## config.mk

```make
export PLATFORM = sky130hd
export DESIGN_NAME = ball_motion
export DESIGN_NICKNAME = d
export VERILOG_FILES = /design/src/rtl/ball_motion.sv
export SDC_FILE = /design/constraint.sdc
export NUM_CORES = 1
export LEC_CHECK = 0
export ABC_CLOCK_PERIOD_IN_PS = 2900
export BUFFER_PORTS_ARGS = -buffer_cell sky130_fd_sc_hd__buf_2
export CORE_UTILIZATION = 35
export CTS_CLUSTER_SIZE = 8
export DETAILED_ROUTE_END_ITERATION = 16
export MAX_ROUTING_LAYER = met4
export PLACE_DENSITY = 0.55
export SYNTH_ARGS = -nofsm -noshare
export SYNTH_HDL_FRONTEND = slang
export SYNTH_SLANG_ARGS = --single-unit
```

## constraint.sdc

```tcl
create_clock -name clk -period 2.9 [get_ports clk]
set_clock_uncertainty 0.05 [all_clocks]
set_input_delay 0.29 -clock clk [delete_from_list [all_inputs] [get_ports clk]]
set_output_delay 0.29 -clock clk [all_outputs]
set_load 0.02 [all_outputs]
```

## src/rtl/ball_motion.sv

```systemverilog
`default_nettype none
// ---------------------------------------------------------------------------
// ball_motion : per-frame ball trajectory engine with make/miss detection,
//               hold-then-rerack sequencing and saturating score counters.
// Revision    : 1.0
// ---------------------------------------------------------------------------
module ball_motion #(
   parameter int START_X     = 40,
   parameter int START_Y     = 400,
   parameter int RIM_X_MIN   = 600,
   parameter int RIM_X_MAX   = 630,
   parameter int RIM_Y       = 256,
   parameter int FLOOR_Y     = 470,
   parameter int X_MAX       = 639,
   parameter int GRAV_DIV    = 2,
   parameter int HOLD_FRAMES = 60
) (
   input  logic       clk,
   input  logic       rst_n,
   input  logic       frame_tick,
   input  logic       launch,
   input  logic [5:0] vx_init,
   input  logic [7:0] vy_init,
   output logic [9:0] ball_x,
   output logic [9:0] ball_y,
   output logic       in_flight,
   output logic       scored,
   output logic       missed,
   output logic [7:0] shots,
   output logic [7:0] makes
);

   localparam int HCW = (HOLD_FRAMES > 1) ? $clog2(HOLD_FRAMES) : 1;

   localparam logic [9:0]         C_START_X  = 10'(START_X);
   localparam logic [9:0]         C_START_Y  = 10'(START_Y);
   localparam logic [9:0]         C_RIM_Y10  = 10'(RIM_Y);
   localparam logic [9:0]         C_FLOOR10  = 10'(FLOOR_Y);
   localparam logic [9:0]         C_XMAX10   = 10'(X_MAX);
   localparam logic signed [11:0] C_RIM_Y12  = 12'(RIM_Y);
   localparam logic signed [11:0] C_RIM_XL   = 12'(RIM_X_MIN);
   localparam logic signed [11:0] C_RIM_XR   = 12'(RIM_X_MAX);
   localparam logic signed [11:0] C_FLOOR12  = 12'(FLOOR_Y);
   localparam logic signed [11:0] C_XMAX12   = 12'(X_MAX);
   localparam logic [3:0]         C_GRAV_END = 4'(GRAV_DIV - 1);
   localparam logic [HCW-1:0]     C_HOLD_END = HCW'(HOLD_FRAMES - 1);

   typedef enum logic [1:0] {
      IDLE   = 2'd0,
      FLIGHT = 2'd1,
      HOLD   = 2'd2
   } state_t;

   state_t             state_q;
   logic [9:0]         x_q, y_q;
   logic [5:0]         vx_q;
   logic signed [7:0]  vy_q;
   logic [3:0]         grav_q;
   logic [HCW-1:0]     hold_q;
   logic               in_flight_q, scored_q, missed_q;
   logic [7:0]         shots_q, makes_q;

   logic signed [11:0] nx, ny;
   logic               make_hit, miss_hit;
   logic [9:0]         y_top_clamped;

   // Candidate position uses the pre-tick velocity in 12-bit signed math.
   assign nx = $signed({2'b00, x_q}) + $signed({6'b000000, vx_q});
   assign ny = $signed({2'b00, y_q}) + $signed({{4{vy_q[7]}}, vy_q});

   assign make_hit      = (y_q < C_RIM_Y10) && (ny >= C_RIM_Y12) &&
                          (nx >= C_RIM_XL) && (nx <= C_RIM_XR);
   assign miss_hit      = (nx > C_XMAX12) || (ny >= C_FLOOR12);
   assign y_top_clamped = ny[11] ? 10'd0 : ny[9:0];

   always_ff @(posedge clk or negedge rst_n) begin
      if (!rst_n) begin
         state_q     <= IDLE;
         x_q         <= C_START_X;
         y_q         <= C_START_Y;
         vx_q        <= '0;
         vy_q        <= '0;
         grav_q      <= '0;
         hold_q      <= '0;
         in_flight_q <= 1'b0;
         scored_q    <= 1'b0;
         missed_q    <= 1'b0;
         shots_q     <= '0;
         makes_q     <= '0;
      end else begin
         scored_q <= 1'b0;
         missed_q <= 1'b0;
         case (state_q)
            IDLE: begin
               if (launch) begin
                  vx_q        <= vx_init;
                  vy_q        <= vy_init;
                  grav_q      <= '0;
                  in_flight_q <= 1'b1;
                  state_q     <= FLIGHT;
                  if (shots_q != 8'hFF) shots_q <= shots_q + 8'd1;
               end
            end
            FLIGHT: begin
               if (frame_tick) begin
                  if (grav_q == C_GRAV_END) begin
                     grav_q <= '0;
                     if (vy_q != 8'sd127) vy_q <= vy_q + 8'sd1;
                  end else begin
                     grav_q <= grav_q + 4'd1;
                  end
                  // A make wins over a simultaneous miss and keeps the raw position.
                  if (make_hit) begin
                     x_q         <= nx[9:0];
                     y_q         <= ny[9:0];
                     scored_q    <= 1'b1;
                     in_flight_q <= 1'b0;
                     hold_q      <= '0;
                     state_q     <= HOLD;
                     if (makes_q != 8'hFF) makes_q <= makes_q + 8'd1;
                  end else if (miss_hit) begin
                     x_q         <= (nx > C_XMAX12) ? C_XMAX10 : nx[9:0];
                     y_q         <= (ny >= C_FLOOR12) ? C_FLOOR10 : y_top_clamped;
                     missed_q    <= 1'b1;
                     in_flight_q <= 1'b0;
                     hold_q      <= '0;
                     state_q     <= HOLD;
                  end else begin
                     x_q <= nx[9:0];
                     y_q <= y_top_clamped;
                  end
               end
            end
            HOLD: begin
               if (frame_tick) begin
                  if (hold_q == C_HOLD_END) begin
                     x_q     <= C_START_X;
                     y_q     <= C_START_Y;
                     state_q <= IDLE;
                  end else begin
                     hold_q <= hold_q + HCW'(1);
                  end
               end
            end
            default: state_q <= IDLE;
         endcase
      end
   end

   assign ball_x    = x_q;
   assign ball_y    = y_q;
   assign in_flight = in_flight_q;
   assign scored    = scored_q;
   assign missed    = missed_q;
   assign shots     = shots_q;
   assign makes     = makes_q;

endmodule
`default_nettype wire

```

==> flow_metrics.tcl <==
set metrics [dict create \
    status "finished with violations" \
    violations "setup timing" \
    intPower_mw 5.17 \
    finish.utilization_pct 51.5 \
    seq_area_frac_synth_pct 38.2 \
    wl_met2_um 5860 \
    dr.pass1.iters 5 \
    final_nets 656 \
    grtUsageTotal_pct 20.1 \
    h-tree-depth 3 \
    met3RoutedLength_um 470 \
    ff_latch_area_um2 1640 \
    area_growth_pct 44.0 \
    cts_buffers 9 \
    io_pins 57 \
    synth_cell_type_count 71 \
    syn-num-nets 514 \
    setup_ws_ns -0.169 \
    p_clk_share_pct 13.0 \
    cts-root-buf "clkbuf_16" \
    setup.worst_path.class "reg -> reg" \
    period_share_pct 106 \
    postPlaceCellArea_um2 5280 \
    layout_commonest_cell "buf_4" \
    grt-ovfl-total 0 \
    slew_viol_final 0 \
    finish.instance_area_um2 6160 \
    r2r-end "hold_q[5]" \
    cts_buffer_depth 2 \
    drive_above_1_share_pct 40.1 \
    antenna_found_initial 0 \
    slew_headroom_pct 41.0 \
    grt_max_degree 66 \
    dpl.hpwl_um 8370 \
    die_height_um 113 \
    synthFlopType "dfrtp_1" \
    avgViaCountPerCell 5.43 \
    grt_pass1_vias 4041 \
    swShare_pct 44.2 \
    placedCellCount 730 \
    nFillCells 1086 \
    cts_tree "yes" \
    crit_required_ns 3.09 \
    leakagePower_nw 2.77 \
    wirelength_met1_um 5590 \
    hold_viol 0 \
    avgSynthCellArea_um2 9.08 \
    finalNonFillerCells 765 \
    synth_edf_count 0 \
    crit_path_max_fanout 5 \
    max_freq_ghz 0.326 \
    wire_per_inst_um 15.8 \
    multiInputGateArea_um2 2940 \
    die_x_um 113 \
    diodes 0 \
    power_mw 9.25 \
    post-place-ws_ns -0.211 \
    drv_cap 0 \
    routed.top_layer "met4" \
    p_sw_mw 4.08 \
    startpoint_type "flop" \
    antenna_left 0 \
    min_path_type "in -> async" \
    synthCells 471 \
    setup_viol 31 \
    powerDensity_nw_per_um2 1500 \
    drt_iter0_drc 347 \
    ys_ff_latch 65 \
    dieArea_um2 12700 \
    async_flop_share_pct 100 \
    vias 4152 \
    r2r_slack_ns -0.17 \
    drt-total-wl_um 12100 \
    core_um2 12000 \
    rsz0062_at_grt "true" \
    drc 0 \
    r2r.worst_path.cells 13 \
    insertion_delay_ns 0.34 \
    p_comb_share_pct 69.7 \
    numPortBuffers 56 \
    end_kind "flop" \
    num_rows 40 \
    worst_pin_slew_ns 0.882 \
    cts_sinks 65 \
    rr_startpoint "ball_x[0]" \
    syn_area_um2 4280 \
    ir_worst_vdd_v 0.000728 \
    power_frac_seq_pct 17.3 \
    gp_congestion 0.874 \
    period_needed_ns 3.07 \
    final_cell_mix "83 x buf_4, 58 x dfrtp_1, 58 x buf_2" \
    yosysWarnings 0 \
    start_util_pct 35.8 \
    grt_pass1_wl_um 19600 \
    crit_arrival_ns 3.26 \
    clk_pin_slew_ns 0.05 \
]
worst max path at each step:
stage,start,to,slack (ns),depth (start not counted)
after detailed placement,ball_x[0],makes[6],-0.21,10
after CTS,vx_q[0],makes[1],-0.06,10
after floorplan,ball_x[0],makes[1],-0.01,10
after global placement,ball_x[0],makes[1],-0.13,10
after global routing,ball_x[0],hold_q[5],-0.30,13
final,ball_x[0],hold_q[5],-0.17,13
per-layer routing:
layer  vias up  GRT usage [%]
li1       2041              -
met1      1996           25.6
met2        95           32.0
met3        20           4.27
met4         0           5.87
met5         -              -
cells in the mapped netlist (3+ instances only):
cell | number | area (um^2)
o32a_1 | 3 | 30.0
ha_1 | 23 | 288
a211oi_1 | 4 | 30.0
mux2_2 | 8 | 90.1
a21oi_1 | 34 | 170
o22a_1 | 3 | 26.3
inv_1 | 17 | 63.8
xor2_1 | 12 | 105
o21ai_0 | 41 | 205
nand4_1 | 7 | 43.8
nor3_1 | 6 | 30.0
o31a_1 | 4 | 35.0
nand2b_1 | 7 | 43.8
a31oi_1 | 3 | 18.8
dfstp_2 | 5 | 131
o221ai_1 | 3 | 26.3
o211ai_1 | 4 | 30.0
nand2_1 | 48 | 180
dfrtp_1 | 60 | 1500
o31ai_1 | 10 | 75.1
nor4_1 | 4 | 25.0
o32ai_1 | 5 | 43.8
nor3_2 | 3 | 30.0
nand3_1 | 15 | 75.1
o21a_1 | 3 | 22.5
nor2b_1 | 6 | 37.5
or3_1 | 3 | 18.8
xnor2_1 | 13 | 114
o22ai_1 | 5 | 31.3
clkbuf_1 | 15 | 56.3
nor2_1 | 30 | 113
or2_2 | 9 | 56.3
o21ai_1 | 3 | 15.0
a21o_1 | 5 | 37.5
metrics by stage:
stage          hold WS, ns  setup TNS, ns
6_report             0.100          -2.95
3_3_place_gp         0.424          -1.96
5_1_grt              0.137          -6.98
2_1_floorplan      -0.0556        -0.0211
4_1_cts              0.124         -0.187
3_5_place_dp         0.426          -3.01
worst max-delay path: stages (launching register included):
cell and delay, ns:
dfrtp_2 0.42, ha_4 0.17, fa_2 0.37, a211oi_4 0.27, buf_4 0.17, nor2_4 0.05
or2_4 0.26, a2111oi_4 0.39, nor4_4 0.10, buf_4 0.18, nand2_4 0.07, a21oi_4 0.06
buf_6 0.16, o32ai_4 0.25
kinds of logic (layout without fill, tap and decap cells):
family	count (synthesis)	after routing	synth area share, %
buffers and inverters	34	181	3.04
muxes	10	10	2.57
xor gates and xnor gates	25	25	5.12
DFF	65	65	38.2
and+or+nand+nor	153	153	18.4
adders and majority gates	25	25	7.67
AOI/OAI and AO/OA	159	159	25.0
layout make-up:
| class | instances | share of cell area, % |
|---|---|---|
| Clock buffer | 11 | 4.10 |
| Clock inverter | 5 | 1.26 |
| Inverter | 17 | 1.04 |
| Multi-Input combinational cell | 372 | 47.8 |
| Sequential cell | 65 | 26.6 |
| Tap cell | 147 | 2.99 |
| Timing Repair Buffer | 148 | 16.3 |
power by group through the flow:
| stage | registers, mW | clock network, mW | logic, mW |
|---|---|---|---|
| after global placement | 1.58 | 0 | 5.02 |
| final | 1.60 | 1.20 | 6.45 |
| after global routing | 1.64 | 1.28 | 7.02 |
| after floorplan | 1.75 | 0 | 2.94 |
| after detailed placement | 1.59 | 0 | 5.08 |
| after CTS | 1.60 | 1.24 | 5.80 |
repair_timing:
| action | in CTS | in global routing |
|---|---|---|
| endpoints found under the hold margin | 0 | 0 |
| pin swaps | 16 | 22 |
| setup endpoints to repair | 26 | 30 |
| cloned | 0 | 1 |
| resized for setup | 39 | 33 |
| buffers inserted | 5 | 15 |
| hold buffers | 0 | 0 |
state kept, by name, summed over array words and instances (netlist names):
name       cells
ball_x        10
ball_y        10
makes          8
shots          8
vy_q           8
hold_q         6
vx_q           6
grav_q         4
state_q        2
in_flight      1
missed         1
scored         1
Power figures use the tool's default switching activity.
